`src/rtl/gpt_pkg.sv`:
```
// Shared timer package: capture polarity encoding, filter code width and
// the edge qualification helper used by the capture channels.
package gpt_pkg;

  localparam int ICF_W = 4;

  typedef enum logic [1:0] {
    IC_POL_RISE = 2'b00,
    IC_POL_FALL = 2'b01,
    IC_POL_RSVD = 2'b10,
    IC_POL_BOTH = 2'b11
  } ic_pol_e;

  // Qualify a level change against the selected polarity; the reserved code
  // behaves as rising so an unprogrammed channel still does something sane.
  function automatic logic ic_edge_hit(input ic_pol_e pol, input logic cur,
                                       input logic prev);
    logic rise;
    logic fall;
    logic hit;
    rise = cur & ~prev;
    fall = ~cur & prev;
    case (pol)
      IC_POL_FALL: hit = fall;
      IC_POL_BOTH: hit = rise | fall;
      default:     hit = rise;
    endcase
    return hit;
  endfunction

endpackage

```
`src/rtl/input_capture_filter_sync_ff.sv`:
```
// Multi-flop synchronizer bringing the asynchronous timer pin into clk_i.
module sync_ff #(
  parameter int DEPTH = 2
) (
  input  logic clk_i,
  input  logic aresetn_i,
  input  logic d_i,
  output logic q_o
);

  logic [DEPTH-1:0] sync_q;
  logic [DEPTH-1:0] sync_d;

  always_comb sync_d = {sync_q[DEPTH-2:0], d_i};

  // Shift the pin through the synchronizer chain.
  always_ff @(posedge clk_i or negedge aresetn_i) begin
    if (!aresetn_i) sync_q <= '0;
    else            sync_q <= sync_d;
  end

  assign q_o = sync_q[DEPTH-1];

endmodule

```
`src/rtl/input_capture_filter.sv`:
```
// Timer input capture front end: pin synchronizer, digital glitch filter of
// icf_i+1 consecutive samples, and a polarity-selected one-cycle capture
// strobe. Define TI_SYNC3_EN for a 3-flop synchronizer (one extra cycle of
// latency everywhere).
module input_capture_filter
  import gpt_pkg::*;
(
  input  logic             clk_i,
  input  logic             aresetn_i,
  input  logic             ti_i,
  input  logic             cce_i,
  input  logic [ICF_W-1:0] icf_i,
  input  logic [1:0]       icp_i,
  output logic             ti_filt_o,
  output logic             ic_o
);

`ifdef TI_SYNC3_EN
  localparam int SYNC_DEPTH = 3;
`else
  localparam int SYNC_DEPTH = 2;
`endif

  logic             ti_sync;
  logic [ICF_W-1:0] cnt_q, cnt_d;
  logic             filt_q, filt_d;
  logic             prev_q;
  logic             ic_q, ic_d;

  sync_ff #(.DEPTH(SYNC_DEPTH)) u_sync (
    .clk_i     (clk_i),
    .aresetn_i (aresetn_i),
    .d_i       (ti_i),
    .q_o       (ti_sync)
  );

  // Filter: count consecutive disagreeing samples; the >= compare lets a
  // shrinking icf_i take effect immediately instead of wrapping the counter.
  always_comb begin
    cnt_d  = cnt_q;
    filt_d = filt_q;
    if (ti_sync == filt_q) begin
      cnt_d = '0;
    end else if (cnt_q >= icf_i) begin
      filt_d = ti_sync;
      cnt_d  = '0;
    end else begin
      cnt_d = cnt_q + 1'b1;
    end
  end

  // Capture strobe: edge of the filtered level versus last cycle, gated by
  // the channel enable so nothing is remembered while disabled.
  always_comb ic_d = cce_i & ic_edge_hit(ic_pol_e'(icp_i), filt_q, prev_q);

  // Filter state, edge history and registered strobe.
  always_ff @(posedge clk_i or negedge aresetn_i) begin
    if (!aresetn_i) begin
      cnt_q  <= '0;
      filt_q <= 1'b0;
      prev_q <= 1'b0;
      ic_q   <= 1'b0;
    end else begin
      cnt_q  <= cnt_d;
      filt_q <= filt_d;
      prev_q <= filt_q;
      ic_q   <= ic_d;
    end
  end

  assign ti_filt_o = filt_q;
  assign ic_o      = ic_q;

endmodule

```
`config.mk`:
```
export PLATFORM = sky130hd
export DESIGN_NAME = input_capture_filter
export DESIGN_NICKNAME = d
export VERILOG_FILES = /design/src/rtl/gpt_pkg.sv /design/src/rtl/input_capture_filter_sync_ff.sv /design/src/rtl/input_capture_filter.sv
export SDC_FILE = /design/constraint.sdc
export NUM_CORES = 1
export LEC_CHECK = 0
export BUFFER_PORTS_ARGS = -buffer_cell sky130_fd_sc_hd__buf_2
export CAP_MARGIN = 20
export CORE_MARGIN = 1
export CORE_UTILIZATION = 30
export CTS_CLUSTER_DIAMETER = 150
export DETAILED_ROUTE_END_ITERATION = 8
export HOLD_SLACK_MARGIN = 0.1
export SLEW_MARGIN = 20
export SYNTH_ARGS = -nofsm -noshare
export SYNTH_HDL_FRONTEND = slang
export SYNTH_SLANG_ARGS = --single-unit
```
`constraint.sdc`:
```
create_clock -name clk_i -period 2.5 [get_ports clk_i]
set_input_delay 0 -clock clk_i [delete_from_list [all_inputs] [get_ports clk_i]]
set_output_delay 0 -clock clk_i [all_outputs]
set_load 0.1 [all_outputs]
```
=== Yosys cells after proc, flatten, opt, wreduce, memory -nomap -nowiden ===
Cells that the tools add are included.

* Add/subtract/negate cells: 1
* Muxes and demuxes: 3
* Magnitude comparators: 1
* Eq/ne operators: 3
* Bitwise operators: 7
* Reductions and logical operators: 1

{| class="wikitable"
|+ Operators with widths
! operator !! count
|-
| $mux 4 || 2
|-
| $add 4x1->4 const B || 1
|-
| $ge 4x4->1 || 1
|-
| $and 1x1->1 || 3
|-
| $not 1->1 || 3
|-
| $eq 2x1->1 const B || 1
|-
| $eq 2x2->1 const B || 1
|-
| $pmux 1 s2 || 1
|-
| $reduce_and 2->1 || 1
|-
| $eq 1x1->1 || 1
|-
| $or 1x1->1 || 1
|}

* Input port bits: 10
* Output and inout port bits: 2
* Logic and storage cells: 21
* Flip-flop bits (word level): 9

=== Longest topological paths before layout ===
Gate-level depths: netlist of run 1.

* Word-level depth: 5
* Mapped depth: 6
* Gate-level depth less buffers: 6

=== Cells and area by module ===
A second synthesis of run 1 with hierarchy kept.

* Cells, all modules: 42
* Area total of the unflattened synthesis: 486.7 sq um

{| class="wikitable"
|+ Modules (own cells, without submodules)
! module !! area each (sq um) !! instances !! seq. area each (sq um) !! cells an instance
|-
| input_capture_filter || 436.7 || 1 || 175.2 || 40
|-
| sync_ff || 50.0 || 1 || 50.0 || 2
|}

=== Worst setup path before layout of run 1 ===
Ideal clock, no wire load.

* Path kind: register to register
* Start: register filt_q (netlist: ti_filt_o)
* End: register ic_q (netlist: ic_o)
* Buffers on the path: 0
* Cell stages (with the launch flop): 6
* Data required time: 2.427 ns
* Slack: 0.747 ns
* Clock period less this slack: 1.753 ns
* Data arrival time: 1.680 ns
* Setup time: 0.073 ns
* Cells stage by stage: dfrtp_1 > inv_1 > ha_1 > a21oi_1 > mux2i_1 > nor2b_1

* Cells in the longest elaborated chain, start to end: 5
* Elaborated cells on any way between the ends: 6
* Classes of those cells: mux: 1; bitwise: 5

{| class="wikitable"
|+ RTL lines
! what !! line !! text
|-
| start: declaration || input_capture_filter.sv:26 || <nowiki>logic filt_q, filt_d;</nowiki>
|-
| start signal: assignment || input_capture_filter.sv:65 || <nowiki>filt_q <= filt_d;</nowiki>
|-
| $not 1->1 || gpt_pkg.sv:22 || <nowiki>fall = ~cur & prev;</nowiki>
|-
| $and 1x1->1 || gpt_pkg.sv:22 ||
|-
| $or 1x1->1 || gpt_pkg.sv:25 || <nowiki>IC_POL_BOTH: hit = rise | fall;</nowiki>
|-
| $pmux 1 s2 (*) || gpt_pkg.sv:23 || <nowiki>case (pol)</nowiki>
|-
| $and 1x1->1 (*) || input_capture_filter.sv:54 || <nowiki>always_comb ic_d = cce_i & ic_edge_hit(ic_pol_e'(icp_i), filt_q, prev_q);</nowiki>
|-
| via ic_d || input_capture_filter.sv:28 || <nowiki>logic ic_q, ic_d;</nowiki>
|-
| end signal: assignment || input_capture_filter.sv:67 || <nowiki>ic_q <= ic_d;</nowiki>
|-
| end: declaration || input_capture_filter.sv:28 ||
|}

The timed path passes the listed nets; every way through them passes the cells marked *.
A chain may end at the register's enable or synchronous reset.

=== Final worst setup path of run 1 ===
Same ends and word-level chain as after synthesis.

==> flow_metrics.py, run 1 <==
metrics = {
    "timing": {
        "slew_headroom_pct": 67.5,
        "tightest_slew_ns": 0.491,
        "slew_violations": 0,
        "final-setup-viol-count": 0,
        "fin_tns_setup_ns": 0,
        "fin_skew_ns": 0.00114,
        "final-hold-violation-count": 0,
        "fin_crit_sh_pct": 70.3,
        "fmax_ghz": 0.569,
        "setup_ws_ns": 0.742,
        "finalWorstPathRequiredPeriod_ns": 1.76,
        "rsz0062_at_grt": "false",
    },
    "synth": {
        "synth_seq_cells": 9,
        "netlist_area_um2": 487,
        "synth_area_per_cell_um2": 11.6,
        "synth-seq-area-share_pct": 46.3,
        "syn_inst": 42,
        "yosysTopAreaCell": "dfrtp_1",
        "syn_nets": 59,
        "yosysWarningCount": 0,
        "yosysTopAreaCellShare_pct": 46.3,
        "synth_cell_types": 15,
        "synthTopCellsByArea": "dfrtp_1 46%, ha_1 18%, a2111oi_4 5.7%",
    },
    "layout": {
        "final_cell_mix": "11 x buf_2, 9 x dfrtp_1, 7 x inv_1, 7 x nor2_1, 7 x ha_1",
        "n_antenna_cell": 0,
        "layout.nets": 79,
        "layout_commonest_cell": "buf_2",
        "drive_gt1_share_pct": 27.9,
        "syn2layout_area_growth_pct": 29.0,
        "instances_no_fill": 77,
    },
    "critical_path": {
        "slowest_stage": "dlygate4sd3_1",
        "cp_cell_sequence": "inv_1, ha_1, a21oi_1, mux2i_1, nor2b_1, dlygate4sd3_1",
        "critical_path_class": "flop to flop",
        "crit_arrival_ns": 1.95,
        "max_stage_delay_ns": 0.55,
        "cp_max_fo": 6,
        "crit_path_start_kind": "flop",
        "required_ns": 2.69,
        "crit_path_end_kind": "flop",
    },
    "power": {
        "vdd_drop_max_v": 0.000355,
        "p_leak_nw": 0.340,
        "power.density_mw_per_mm2": 1000,
    },
    "placement": {
        "place_ws_ns": 0.756,
        "dpl.hpwl_um": 575,
        "gp_congestion": 0.677,
        "port_buffers": 11,
        "placed_cells": 69,
    },
    "global_route": {
        "first_global_vias": 325,
        "grt_pass1_wl_mm": 1.23,
        "grt_max_degree": 10,
        "track_usage_pct": 9.54,
        "grt_overflow_total": 0,
        "antenna_found_initial": 0,
    },
    "clock_tree": {
        "insertion_delay_ns": 0.25,
        "clk_transition_reported_paths_ns": 0.06,
        "cts-resized-gates": 0,
        "cts_tree": "yes",
        "clockBufferDepth": 2,
        "htreeDepth": 1,
        "cts-root-buf": "clkbuf_4",
        "clock_sinks": 9,
        "cts_made_buffers": 3,
    },
    "detailed_routing": {
        "viasPerCell": 4.09,
        "wl_per_cell_um": 9.49,
        "vias": 315,
        "route.detailed.drc": 0,
        "routed_wl_um": 731,
        "drt-pass1-iter-count": 2,
        "ant_nets": 0,
        "dr.first_iter.drc_count": 1,
    },
    "floorplan": {
        "initial_core_util_pct": 32.3,
        "ios": 12,
        "rows": 14,
        "die_area_mm2": 0.00179,
        "die_h_um": 42.3,
        "die_w_um": 42.3,
        "core_mm2": 0.00151,
    },
    "min_path": {
        "worstHoldPathType": "primary input to asynchronous set/reset pin",
    },
    "flow_run": {
        "maxCapViolations": 0,
    },
    "status": {
        "outcome": "finished, final reports clean",
    },
}
## area by class of cell
cell class | instances | area (um^2)
clock buffers | 4 | 26.3
fillers | 150 | 878
inverters | 7 | 26.3
multi-input cells | 26 | 235
flip-flops and latches | 9 | 225
well taps | 16 | 20.0
repair buffers | 15 | 95.1
## Yosys cell counts
| master | n |
|---|---|
| dfrtp_1 | 9 |
| ha_1 | 7 |
| inv_1 | 7 |
| nor2_1 | 7 |
| xor2_1 | 2 |
| a2111oi_4 | 1 |
| a21oi_1 | 1 |
| mux2_4 | 1 |
| mux2i_1 | 1 |
| nand2b_4 | 1 |
| nand3_1 | 1 |
| nor2b_1 | 1 |
| o21a_1 | 1 |
| o21ai_1 | 1 |
| xnor2_1 | 1 |
## kinds of logic after synthesis
kind of cell | share of synthesized area (%)
AOI/OAI and AO/OA | 9.25
DFF | 46.3
xor gates and xnor gates | 5.40
buffers and inverters | 5.40
muxes | 5.14
adders and majority gates | 18.0
and+or+nand+nor | 10.5
## worst max-delay path, delay by kind of cell, from the launching register on
kind            cells  cell delay [ns]
compound gates      1             0.14
fa+ha+maj           1             0.29
buf+inv             2             0.62
flops               1             0.43
mux                 1             0.10
simple gates        1             0.12
## registers in the layout, summed over array words and instances, names as in the netlist
register / count
ti_filt_o: 1
prev_q: 1
cnt_q: 4
u_sync.sync_q: 2
ic_o: 1
## through the flow
stage          power, W  hold slack [ns]  utilization, %  area, um^2
5_1_grt        0.000684            0.140            41.7         628
2_1_floorplan  0.000464           -0.296               -         487
6_report       0.000631            0.129            41.7         628
4_1_cts        0.000642            0.121            41.7         628
3_5_place_dp   0.000519           -0.142            37.3         562
3_3_place_gp   0.000512           -0.140            37.3         562
## metal layers
| layer | GRT usage [%] | routed length (um) | vias to the layer above |
|---|---|---|---|
| met4 | 7.50 | 0 | 0 |
| met3 | 2.59 | 21 | 0 |
| li1 | - | - | 174 |
| met2 | 13.2 | 323 | 6 |
| met5 | 0 | 0 | - |
| met1 | 12.4 | 386 | 135 |
## timing repair
| action | CTS | global route |
|---|---|---|
| endpoints found under the hold margin | 11 | 0 |
| buffers inserted | 0 | 0 |
| hold buffers | 4 | 0 |
## final timing paths
kind,startpoint,to,slack (ns),cells after the start
max,ti_filt_o$_DFFE_PN0P_,ic_o$_DFF_PN0_,0.74,6
min,aresetn_i,u_sync.sync_q[1]$_DFF_PN0_,0.13,2
max reg2reg,ti_filt_o$_DFFE_PN0P_,ic_o$_DFF_PN0_,0.74,6
min reg2reg,u_sync.sync_q[0]$_DFF_PN0_,u_sync.sync_q[1]$_DFF_PN0_,0.35,0
max in group asynchronous,aresetn_i,u_sync.sync_q[0]$_DFF_PN0_,2.20,2
min in group clk_i,u_sync.sync_q[0]$_DFF_PN0_,u_sync.sync_q[1]$_DFF_PN0_,0.35,0
## power breakdown
part           switching [W]  internal [W]
sequential         0.0000360      0.000185
clock              0.0000450     0.0000611
combinational       0.000187      0.000117
total               0.000268      0.000363
Note: power is estimated with default switching activity, not from simulation.
==> run 2: changes to the inputs <==
--- a/config.mk
+++ b/config.mk
@@ -5,6 +5,7 @@
 export SDC_FILE = /design/constraint.sdc
 export NUM_CORES = 1
 export LEC_CHECK = 0
+export ABC_AREA = 1
 export BUFFER_PORTS_ARGS = -buffer_cell sky130_fd_sc_hd__buf_2
 export CAP_MARGIN = 20
 export CORE_MARGIN = 1
==> constraint.sdc (replaced) <==
create_clock -name clk_i -period 1.6 [get_ports clk_i]
set_input_delay 0 -clock clk_i [delete_from_list [all_inputs] [get_ports clk_i]]
set_output_delay 0 -clock clk_i [all_outputs]
set_load 0.1 [all_outputs]
==> flow_metrics.py, run 2 <==
metrics = {
    "synth": {
        "synth_edf_count": 0,
        "synth_area_per_cell_um2": 8.98,
        "syn_nets": 73,
        "async_reset_ff_share_pct": 100,
        "synth.most_common_cell": "nand2_1",
        "synthFlopType": "dfrtp_1",
        "synth_cell_types": 14,
        "synthTopCellsByArea": "dfrtp_1 45%, ha_1 17%, nand2_1 10%",
        "synth_common_cells": "14 x nand2_1, 12 x inv_1, 9 x dfrtp_1",
        "yosysTopAreaCellShare_pct": 44.8,
        "netlist_area_um2": 503,
        "yosysTopAreaCell": "dfrtp_1",
        "synth_seq_cells": 9,
        "syn_inst": 56,
        "yosysWarningCount": 0,
        "synth-seq-area-share_pct": 44.8,
    },
    "critical_path": {
        "crit_path_end_kind": "flop",
        "crit_arrival_ns": 1.52,
        "critical_path_class": "flop to flop",
        "cp_cell_sequence": "ha_1, a21oi_1, nand3_1, nand2_1, nand2_1",
        "path_common_cell": "nand2_1",
        "worst_r2r_path_depth": 5,
        "slowest_stage": "dfrtp_1",
        "cp_max_fo": 5,
        "required_ns": 1.76,
        "max_stage_delay_ns": 0.41,
        "crit_path_start_kind": "flop",
    },
    "detailed_routing": {
        "routed_wl_um": 929,
        "drt-pass1-iter-count": 4,
        "route.detailed.drc": 0,
        "ant_nets": 0,
        "vias": 414,
        "wl_per_cell_um": 10.1,
        "dr.first_iter.drc_count": 4,
        "viasPerCell": 4.50,
    },
    "global_route": {
        "track_usage_pct": 12.6,
        "grt_overflow_total": 0,
        "top_usage_layer": "met2",
        "first_global_vias": 463,
        "grt_pass1_wl_mm": 1.70,
        "grt_max_degree": 10,
        "antenna_found_initial": 0,
        "met2_usage_pct": 21.8,
        "met1_usage_pct": 12.7,
        "use_met3_pct": 2.13,
    },
    "placement": {
        "port_buffers": 11,
        "gp_congestion": 0.790,
        "dpl.hpwl_um": 680,
    },
    "layout": {
        "layout_commonest_cell": "nand2_1",
        "n_fill_cell": 157,
        "largest_register_ffs": 4,
        "drive_gt1_share_pct": 22.4,
        "n_antenna_cell": 0,
        "syn2layout_area_growth_pct": 30.3,
        "seq_area_um2": 226,
        "multi_input_comb_area_um2": 233,
        "layout.nets": 94,
        "final_cell_mix": "14 x nand2_1, 12 x inv_1, 11 x buf_2, 8 x dfrtp_1, 7 x ha_1",
        "regMostFlops": "cnt_q",
        "final_util_pct": 42.5,
        "biggestRegsByFlops": "cnt_q: 4 flops, u_sync.sync_q: 2 flops",
    },
    "floorplan": {
        "die_h_um": 42.9,
        "die_w_um": 42.9,
        "core_mm2": 0.00154,
        "rows": 14,
        "ios": 12,
        "initial_core_util_pct": 32.6,
        "die_area_mm2": 0.00184,
    },
    "power": {
        "vdd_drop_max_v": 0.000499,
        "power.density_mw_per_mm2": 1410,
        "pwr-share-clk_pct": 19.6,
        "pwr-share-seq_pct": 37.3,
        "p_int_w": 0.000507,
        "switchingPower_w": 0.000415,
        "netSwitchingFraction_pct": 45.1,
        "p_comb_share_pct": 43.1,
        "power_w": 0.000922,
        "p_leak_nw": 0.381,
    },
    "timing": {
        "finalWorstPathRequiredPeriod_ns": 1.36,
        "tightest_slew_ns": 0.483,
        "final-hold-violation-count": 0,
        "final-setup-viol-count": 0,
        "rsz0062_at_grt": "false",
        "fin_crit_sh_pct": 85.2,
        "fmax_ghz": 0.734,
        "slew_violations": 0,
        "fin_skew_ns": 0.00610,
        "fin_tns_setup_ns": 0,
        "slew_headroom_pct": 68.0,
    },
    "clock_tree": {
        "cts_tree": "yes",
        "cts-resized-gates": 0,
        "clk_transition_reported_paths_ns": 0.07,
        "cts_made_buffers": 3,
        "clockBufferDepth": 2,
        "clock_sinks": 9,
        "cts-root-buf": "clkbuf_4",
        "insertion_delay_ns": 0.26,
        "htreeDepth": 1,
    },
    "flow_run": {
        "maxCapViolations": 0,
    },
    "status": {
        "outcome": "finished, final reports clean",
    },
    "min_path": {
        "worstHoldPathType": "primary input to asynchronous set/reset pin",
    },
}
-- run 2: changes by cell type in the layout (fill, tap and decap cells not counted), sizes merged, moves of 2 or more --
cell / previous run / this run
nor2: 7 / 4
nand2: 0 / 14
inv: 7 / 12
nand4: 0 / 2
-- run 2: worst max-delay path, delay by kind of cell, from the launching register on --
family	cells	cell delay, ns
AO/OA/AOI/OAI	1	0.18
adder cells (fa/ha/maj)	1	0.30
flip-flops	1	0.41
AND/OR/NAND/NOR	3	0.38
-- run 2: what timing repair did --
action / 4_1_cts / 5_1_grt
buffers inserted: 0 / 0
endpoints found under the hold margin: 11 / 0
hold buffers: 5 / 0
-- run 2: final timing paths --
kind	from	endpoint	slack, ns
max	cnt_q[3]$_DFF_PN0_	ti_filt_o$_DFFE_PN0P_	0.24
min	aresetn_i	cnt_q[1]$_DFF_PN0_	0.10
max reg2reg	cnt_q[3]$_DFF_PN0_	ti_filt_o$_DFFE_PN0P_	0.24
min reg2reg	u_sync.sync_q[0]$_DFF_PN0_	u_sync.sync_q[1]$_DFF_PN0_	0.35
max in group asynchronous	aresetn_i	ti_filt_o$_DFFE_PN0P_	1.31
min in group clk_i	icf_i[3]	ti_filt_o$_DFFE_PN0P_	0.25
-- run 2: area by class of cell --
cell class / instances / area share (%)
Clock buffer: 4 / 4.01
Timing Repair Buffer: 16 / 16.0
Inverter: 12 / 6.87
Tap cell: 16 / 3.05
Sequential cell: 9 / 34.5
Multi-Input combinational cell: 35 / 35.5
-- run 2: logic make-up (layout without fill, tap and decap cells) --
family                   after synthesis  count (layout)  share of synthesized area, %
buffers and inverters                 12              32                          8.95
adder cells (fa/ha/maj)                7               7                          17.4
XOR/XNOR                               2               2                          4.98
flip-flops                             9               9                          44.8
AND/OR/NAND/NOR                       22              22                          18.4
AO/OA/AOI/OAI                          4               4                          5.47
-- run 2: metal layers --
metal	part of all wire, %	wire [um]
met5	0	0
met2	56	523
met1	40	374
met4	0	0
met3	3.3	31
-- run 2: stage by stage --
stage	instance area, um^2	hold slack, ns	cells	worst slack [ns]
after CTS	656	0.103	92	0.225
final	656	0.104	92	0.237
after global routing	656	0.123	92	0.122
after floorplan	504	-0.296	56	0.176
after global placement	579	-0.139	83	0.238
after detailed placement	579	-0.141	83	0.225
-- run 2: power groups by stage --
stage | registers, W | logic (W) | clock network (W)
2_1_floorplan | 0.000461 | 0.000185 | 0
3_5_place_dp | 0.000349 | 0.000388 | 0
3_3_place_gp | 0.000347 | 0.000376 | 0
6_report | 0.000344 | 0.000397 | 0.000181
5_1_grt | 0.000351 | 0.000447 | 0.000205
4_1_cts | 0.000345 | 0.000399 | 0.000190
